--- src/rtl/if_fetch_unit_if.sv ---
// Fetch-unit bundle: instruction-memory request/grant/response channel,
// decode-side instruction handshake and the next-PC exchange.
interface if_fetch_unit_if;
    logic        redirect;
    logic [31:0] npc;
    logic        imem_req;
    logic [31:0] imem_addr;
    logic        imem_gnt;
    logic        imem_rvalid;
    logic [31:0] imem_rdata;
    logic        instr_valid;
    logic        instr_ready;
    logic [31:0] instr_out;
    logic [31:0] pc_out;
    logic [31:0] pc_plus4;

    // Fetch unit side.
    modport master (
        input  redirect, npc, imem_gnt, imem_rvalid, imem_rdata, instr_ready,
        output imem_req, imem_addr, instr_valid, instr_out, pc_out, pc_plus4
    );

    // Memory / decode / next-PC side.
    modport slave (
        output redirect, npc, imem_gnt, imem_rvalid, imem_rdata, instr_ready,
        input  imem_req, imem_addr, instr_valid, instr_out, pc_out, pc_plus4
    );
endinterface

--- src/rtl/if_fetch_unit.sv ---
// Instruction-fetch front end: owns the fetch PC, keeps at most one
// instruction-memory read in flight, and hands the fetched word plus its PC
// to decode. A redirect that lands while a read is in flight marks that read
// as killed so its data is drained and dropped rather than presented.
module if_fetch_unit #(
    parameter logic [31:0] RESET_PC = 32'h0000_3000
) (
    input  logic            clk,
    input  logic            rst_n,
    if_fetch_unit_if.master fetch_bus
);

    typedef enum logic [1:0] {
        BOOT = 2'd0,
        REQ  = 2'd1,
        WAIT = 2'd2,
        HOLD = 2'd3
    } state_e;

    state_e      state_q;
    logic [31:0] fetch_pc_q;
    logic        kill_q;
    logic [31:0] instr_q;
    logic [31:0] pc_q;

    logic [31:0] npc_aligned;
    logic [31:0] fetch_pc_inc;
    logic        unused_npc_bits;

    // Redirect targets are always word aligned; the low bits are dropped.
    assign npc_aligned     = {fetch_bus.npc[31:2], 2'b00};
    assign unused_npc_bits = ^fetch_bus.npc[1:0];
    assign fetch_pc_inc    = fetch_pc_q + 32'd4;

    // Fetch control FSM together with the fetch PC, kill flag and the
    // instruction/PC holding registers presented to decode.
    always_ff @(posedge clk or negedge rst_n) begin
        if (!rst_n) begin
            state_q    <= BOOT;
            fetch_pc_q <= RESET_PC;
            kill_q     <= 1'b0;
            instr_q    <= 32'd0;
            pc_q       <= 32'd0;
        end else begin
            case (state_q)
                BOOT: begin
                    state_q <= REQ;
                end
                REQ: begin
                    // A redirect always retargets the fetch PC; if the old
                    // request was granted in the same cycle it is already
                    // out, so its response must be killed.
                    if (fetch_bus.redirect) begin
                        fetch_pc_q <= npc_aligned;
                    end
                    if (fetch_bus.imem_gnt) begin
                        kill_q  <= fetch_bus.redirect;
                        state_q <= WAIT;
                    end
                end
                WAIT: begin
                    if (fetch_bus.imem_rvalid) begin
                        if (kill_q || fetch_bus.redirect) begin
                            kill_q  <= 1'b0;
                            state_q <= REQ;
                            if (fetch_bus.redirect) begin
                                fetch_pc_q <= npc_aligned;
                            end
                        end else begin
                            instr_q    <= fetch_bus.imem_rdata;
                            pc_q       <= fetch_pc_q;
                            fetch_pc_q <= fetch_pc_inc;
                            state_q    <= HOLD;
                        end
                    end else if (fetch_bus.redirect) begin
                        kill_q     <= 1'b1;
                        fetch_pc_q <= npc_aligned;
                    end
                end
                HOLD: begin
                    // Redirect wins over ready: the held instruction is on
                    // the wrong path and is dropped.
                    if (fetch_bus.redirect) begin
                        fetch_pc_q <= npc_aligned;
                        state_q    <= REQ;
                    end else if (fetch_bus.instr_ready) begin
                        state_q <= REQ;
                    end
                end
                default: begin
                    state_q <= BOOT;
                end
            endcase
        end
    end

    assign fetch_bus.imem_req    = (state_q == REQ);
    assign fetch_bus.imem_addr   = fetch_pc_q;
    assign fetch_bus.instr_valid = (state_q == HOLD);
    assign fetch_bus.instr_out   = instr_q;
    assign fetch_bus.pc_out      = pc_q;
    assign fetch_bus.pc_plus4    = pc_q + 32'd4;

endmodule
--- src/flat_wrapper.sv ---
// flat-port wrapper written by rule: the top's interface ports become plain ports
module if_fetch_unit_flat 
#(
    parameter logic [31:0] RESET_PC = 32'h0000_3000
)
  (clk, rst_n, fetch_bus_redirect, fetch_bus_npc, fetch_bus_imem_gnt, fetch_bus_imem_rvalid, fetch_bus_imem_rdata, fetch_bus_instr_ready, fetch_bus_imem_req, fetch_bus_imem_addr, fetch_bus_instr_valid, fetch_bus_instr_out, fetch_bus_pc_out, fetch_bus_pc_plus4);
  if_fetch_unit_if fetch_bus_i ();
  input  logic clk;
  input  logic rst_n;
  input wire logic [$bits(fetch_bus_i.redirect)-1:0] fetch_bus_redirect;
  input wire logic [$bits(fetch_bus_i.npc)-1:0] fetch_bus_npc;
  input wire logic [$bits(fetch_bus_i.imem_gnt)-1:0] fetch_bus_imem_gnt;
  input wire logic [$bits(fetch_bus_i.imem_rvalid)-1:0] fetch_bus_imem_rvalid;
  input wire logic [$bits(fetch_bus_i.imem_rdata)-1:0] fetch_bus_imem_rdata;
  input wire logic [$bits(fetch_bus_i.instr_ready)-1:0] fetch_bus_instr_ready;
  output wire logic [$bits(fetch_bus_i.imem_req)-1:0] fetch_bus_imem_req;
  output wire logic [$bits(fetch_bus_i.imem_addr)-1:0] fetch_bus_imem_addr;
  output wire logic [$bits(fetch_bus_i.instr_valid)-1:0] fetch_bus_instr_valid;
  output wire logic [$bits(fetch_bus_i.instr_out)-1:0] fetch_bus_instr_out;
  output wire logic [$bits(fetch_bus_i.pc_out)-1:0] fetch_bus_pc_out;
  output wire logic [$bits(fetch_bus_i.pc_plus4)-1:0] fetch_bus_pc_plus4;
  assign fetch_bus_i.redirect = fetch_bus_redirect;
  assign fetch_bus_i.npc = fetch_bus_npc;
  assign fetch_bus_i.imem_gnt = fetch_bus_imem_gnt;
  assign fetch_bus_i.imem_rvalid = fetch_bus_imem_rvalid;
  assign fetch_bus_i.imem_rdata = fetch_bus_imem_rdata;
  assign fetch_bus_i.instr_ready = fetch_bus_instr_ready;
  assign fetch_bus_imem_req = fetch_bus_i.imem_req;
  assign fetch_bus_imem_addr = fetch_bus_i.imem_addr;
  assign fetch_bus_instr_valid = fetch_bus_i.instr_valid;
  assign fetch_bus_instr_out = fetch_bus_i.instr_out;
  assign fetch_bus_pc_out = fetch_bus_i.pc_out;
  assign fetch_bus_pc_plus4 = fetch_bus_i.pc_plus4;
  if_fetch_unit #(.RESET_PC(RESET_PC)) u_core (.clk(clk), .rst_n(rst_n), .fetch_bus(fetch_bus_i));
endmodule
--- config.mk ---
export PLATFORM = sky130hd
export DESIGN_NAME = if_fetch_unit_flat
export DESIGN_NICKNAME = d
export VERILOG_FILES = /design/src/rtl/if_fetch_unit_if.sv /design/src/rtl/if_fetch_unit.sv /design/src/flat_wrapper.sv
export SDC_FILE = /design/constraint.sdc
export NUM_CORES = 1
export LEC_CHECK = 0
export ABC_AREA = 1
export BUFFER_PORTS_ARGS = -buffer_cell sky130_fd_sc_hd__buf_2
export CORE_ASPECT_RATIO = 1.2
export CORE_MARGIN = 2
export CORE_UTILIZATION = 57
export CTS_BUF_LIST = sky130_fd_sc_hd__clkbuf_8
export CTS_CLUSTER_SIZE = 24
export DETAILED_ROUTE_END_ITERATION = 7
export GPL_TIMING_DRIVEN = 0
export PLACE_DENSITY_LB_ADDON = 0.3
export SLEW_MARGIN = 20
export SYNTH_ARGS = -nofsm -noshare
export SYNTH_HDL_FRONTEND = slang
export SYNTH_SLANG_ARGS = --single-unit
--- constraint.sdc ---
create_clock -name clk -period 5.2 [get_ports clk]
set_input_delay 1.04 -clock clk [delete_from_list [all_inputs] [get_ports clk]]
set_output_delay 1.04 -clock clk [all_outputs]
set_load 0.02 [all_outputs]
### Yosys cells after proc, flatten, opt, wreduce, memory -nomap -nowiden

Index checks and enable logic that the tools add are counted.

| word-level totals | value |
|---|---|
| latch bits | 0 |
| memory bits (read-only) | 0 |
| bits in registers | 99 |
| logic and storage cells | 39 |
| memories kept | 0 |
| output and inout bits | 130 |
| bits of input ports | 70 |
| bits in writable memories | 0 |

| cells by class | value |
|---|---|
| shift-type cells | 0 |
| multipliers | 0 |
| reduce and logical (&&, ||, !) cells | 8 |
| mux-type cells | 15 |
| add/subtract/negate cells | 2 |
| div/mod/pow operators | 0 |
| $lt $le $gt $ge | 0 |
| bitwise logic cells | 1 |
| equality and inequality tests | 8 |

Operators with widths:

| kind | number |
|---|---|
| 32-bit two-way mux | 3 |
| 32-bit by 3-bit adder with 32-bit output (second input constant) | 2 |
| 32-bit case mux with 2 select lines | 1 |
| 2-bit two-way mux | 5 |
| 2-bit case mux with 4 select lines | 1 |
| 3-bit != test (second input constant) | 2 |
| 3-bit AND reduction | 2 |
| 2-bit equality test (second input constant) | 2 |
| 1-bit two-way mux | 4 |
| 2-bit != test (second input constant) | 2 |
| 4-bit AND reduction | 1 |
| 2-bit nonzero test | 2 |
| 3-bit by 2-bit != test with 1-bit output (second input constant) | 1 |
| 2-bit by 1-bit equality test with 1-bit output (second input constant) | 1 |
| 2-bit zero test | 1 |
| 1-bit case mux with 2 select lines | 1 |
| 2-bit OR reduction | 1 |
| 1-bit logical OR | 1 |
| 1-bit NOT | 1 |

### Depth between registers and ports, before layout

| depth | value |
|---|---|
| word-level depth | 4 |
| depth in mapped cells | 12 |
| gate-level depth less buffers | 12 |

### Least setup slack after synthesis

OpenSTA, ideal clock, no wires.

| timing path | value |
|---|---|
| path type | register to output |
| from | register u_core.pc_q[2] (netlist: u_core.fetch_bus.pc_out[2]) |
| to | output port fetch_bus_pc_plus4[18] |
| cell stages (with the launch flop) | 9 |
| required time | 4160 ps |
| data arrival time | 1786 ps |
| path buffers | 0 |
| path slack | 2374 ps |
| path through | dfrtp_1 ha_1 nand3_2 nor2_4 nand2_4 nor2_4 nand3_2 nor2_2 xor2_1 |

| on the way | value |
|---|---|
| cells in the longest elaborated chain, start to end | 1 |

Ends and longest elaborated chain:

| what | RTL line | text |
|---|---|---|
| from (decl) | if_fetch_unit.sv:24 | `logic [31:0] pc_q;` |
| from (signal assigned) | if_fetch_unit.sv:71 | `pc_q <= fetch_pc_q;` |
| 32-bit by 3-bit adder with 32-bit output | if_fetch_unit.sv:102 | `assign fetch_bus.pc_plus4 = pc_q + 32'd4;` |
| to (decl) | flat_wrapper.sv:21 | `output wire logic [$bits(fetch_bus_i.pc_plus4)-1:0] fetch_bus_pc_plus4;` |

No other way between the ends.

### Worst setup path in the final report

Same ends and word-level chain as after synthesis.

==> flow_summary.ini <==
[die]
io-pin-count = 200
die_height_um = 115
dieWidth_um = 96.8
core_area_mm2 = 0.0101
die_area_mm2 = 0.0112
initial_core_util_pct = 58.6
fp-row-count = 40

[clock_tree]
clockRootBuffer = sky130_fd_sc_hd__clkbuf_8
number_of_cts_inserted_buffers = 9
numClockSinks = 99
cts_tree = yes
cts_resized = 0
clock_insertion_delay_worst_skew_ns = 0.38
ctsHoldBuffers = 0
h-tree-depth = 3
cts.clk_slew.worst_paths_ns = 0.11
cts_setup_buffers = 0
max-clock-path-buffers = 2

[drt]
detail_route.vias_per_cell = 5.53
drtPass1Iterations = 6
ant_nets = 0
via_count = 6066
detail_route.drc_violations = 0
detail_route.wirelength_um = 17500
detailed_route_wire_length_per_cell_um = 15.9
drt_iter0_drc = 509

[cells_and_area]
drive_above_1_share_pct = 30.4
stdcell_count = 1097
antennaDiodeCount = 0
synthesis_to_finish_area_growth_pct = 23.7
fillers = 858
design.final.nets = 1043

[logic_synthesis]
syn-mean-instance-area_um2 = 7.78
synth-seq-cells = 99
ys_dominant_reg_cell = sky130_fd_sc_hd__dfrtp_1
synth.yosys.seq_area_share_pct = 42.1
synth_area_leaders = sky130_fd_sc_hd__dfrtp_1 41%, sky130_fd_sc_hd__nand2_1 14%, sky130_fd_sc_hd__mux2_2 7.1%
synth_top_area_share_pct = 41.2
synth_warnings = 0
netlist-cell-type-count = 37
synthesis.nets = 834
synth_edf_count = 0
synth_area_leader_cell = sky130_fd_sc_hd__dfrtp_1
async_flop_share_pct = 100
post_synth_inst_count = 757
syn-cell-area_mm2 = 0.00589

[sta]
rsz0062_at_grt = no
period_needed_ns = 3.20
worst_max_slew_pin_slew_ns = 0.568
final_setup_violation_count = 0
slew-limit-headroom_pct = 62.1
fin_setup_tns_ns = 0
final-max-slew-violation-count = 0
finalCritPeriodShare_pct = 61.5
max_freq_mhz = 313
skew_ns = 0.0200
timing.final.hold_violations = 0

[global_route]
grt_remaining_overflow = 0
grt_start_max_net_pins = 62
track_usage_pct = 31.7
grt_pass1_vias = 5792
grt_pass1_wl_um = 28200
antenna_found_initial = 0

[worst_setup_path]
critical_path_endpoint_category = output port
timing.critical_path.required_ns = 4.16
setup.worst_path.start_class = flip-flop
path_max_fanout = 6
rrSetupSlack_ns = 3.17
critPathKind = flip-flop to output port
cp_data_arrival_time_ns = 2.16

[min_path]
hp-class = flip-flop to flip-flop

[power]
static-leakage-power_nw = 3.77
power.density_cell_area_mw_per_mm2 = 591
irDropWorstVdd_v = 0.000369
pwr-share-comb_pct = 51.4
power.net_switching_mw = 2.16
power_switching_share_pct = 50.1
pwr-share-clk_pct = 12.6
power.sequential.fraction_pct = 36.0
cell_internal_pwr_mw = 2.15

[placed_design]
placed_cells = 1081
port-buffer-count = 197
dp.final_hpwl_um = 13800
routabilityCongestion = 0.997

[flow_run]
max_cap_viol = 0

[outcome]
status = complete, no violations
cells by family after synthesis:
group | after synthesis | synth area share [%]
and+or+nand+nor | 395 | 29.6
AOI/OAI and AO/OA | 104 | 9.87
DFF | 99 | 42.1
buffers and inverters | 91 | 6.37
muxes | 37 | 7.07
xor gates and xnor gates | 24 | 3.57
adders and majority gates | 7 | 1.49
layout by cell type, fill, tap and decap left out, drive strengths merged, types with 22 or more instances in the layout:
cell,instances
nand3,38
nand2,223
dfrtp,97
a21oi,22
mux2,37
o21ai,55
inv,72
buf,213
nor2,97
metal layers:
metal,share of wire (%),track usage [%],vias up
li1,-,-,2892
met1,38,38.3,2821
met2,49,54.6,299
met3,7.6,4.62,54
met4,5.1,18.2,0
met5,0,0,-
Yosys cell counts, types with 8 or more instances:
cell type                  number
sky130_fd_sc_hd__a21oi_1       22
sky130_fd_sc_hd__nand2_1      219
sky130_fd_sc_hd__clkbuf_1       8
sky130_fd_sc_hd__o211ai_1      10
sky130_fd_sc_hd__xor2_1        17
sky130_fd_sc_hd__dfrtp_1       97
sky130_fd_sc_hd__mux2_2        37
sky130_fd_sc_hd__nand4_1        8
sky130_fd_sc_hd__nor2_1        81
sky130_fd_sc_hd__nand3_1       35
sky130_fd_sc_hd__o21ai_0       53
sky130_fd_sc_hd__inv_1         65
sky130_fd_sc_hd__nor2_2        11
sky130_fd_sc_hd__nor3_1        11
layout make-up:
cell class	instances	area, um^2	share of cell area (%)
Tap cell	126	158	2.16
Timing Repair Buffer	198	1020	14.0
Inverter	68	255	3.50
Multi-Input combinational cell	567	3040	41.7
Buffer	23	120	1.65
Clock buffer	9	124	1.70
Sequential cell	99	2480	34.0
Clock inverter	7	97.6	1.34
stage by stage:
stage	hold slack, ns	total power, mW	setup WS, ns	utilization, %	area (um^2)
after global routing	0.529	4.61	1.85	72.5	7290
after global placement	0.482	3.69	2.10	70.0	7040
after detailed placement	0.487	3.76	2.41	70.3	7070
after floorplan	0.502	2.93	2.37	-	5890
after CTS	0.510	4.31	1.99	72.5	7290
final	0.506	4.31	2.00	72.5	7290
registers in the layout (all words and copies together), names as in the netlist:
name	flops
u_core.fetch_bus.imem_addr	32
u_core.fetch_bus.pc_out	32
u_core.state_q	2
u_core.kill_q	1
u_core.fetch_bus.instr_out	32
final timing paths:
| kind | cells past startpoint | start | to |
|---|---|---|---|
| setup / recovery | 9 | u_core.fetch_bus.pc_out[2] | fetch_bus_pc_plus4[18] |
| hold / removal | 1 | u_core.fetch_bus.instr_out[20] | u_core.fetch_bus.instr_out[20] |
| max in group asynchronous | 2 | rst_n | u_core.fetch_bus.imem_addr[12] |
| min in group asynchronous | 1 | rst_n | u_core.fetch_bus.instr_out[6] |
| setup reg to reg | 9 | u_core.state_q[0] | u_core.fetch_bus.imem_addr[10] |
| hold reg to reg | 1 | u_core.fetch_bus.instr_out[20] | u_core.fetch_bus.instr_out[20] |
critical path, stage by stage (launching register included):
cell	delay (ns)
sky130_fd_sc_hd__dfrtp_1	0.43
sky130_fd_sc_hd__ha_1	0.24
sky130_fd_sc_hd__nand3_2	0.18
sky130_fd_sc_hd__nor2_4	0.20
sky130_fd_sc_hd__nand2_4	0.08
sky130_fd_sc_hd__nor2_4	0.11
sky130_fd_sc_hd__nand3_2	0.10
sky130_fd_sc_hd__nor2_2	0.11
sky130_fd_sc_hd__xor2_1	0.14
sky130_fd_sc_hd__buf_2	0.18
power groups by stage:
| stage | clock network [mW] | logic, mW | registers [mW] |
|---|---|---|---|
| after global placement | 0 | 2.15 | 1.54 |
| after floorplan | 0 | 1.05 | 1.88 |
| after CTS | 0.555 | 2.21 | 1.54 |
| after detailed placement | 0 | 2.20 | 1.55 |
| final | 0.545 | 2.22 | 1.55 |
| after global routing | 0.588 | 2.41 | 1.61 |
(Power assumes the default switching activity.)
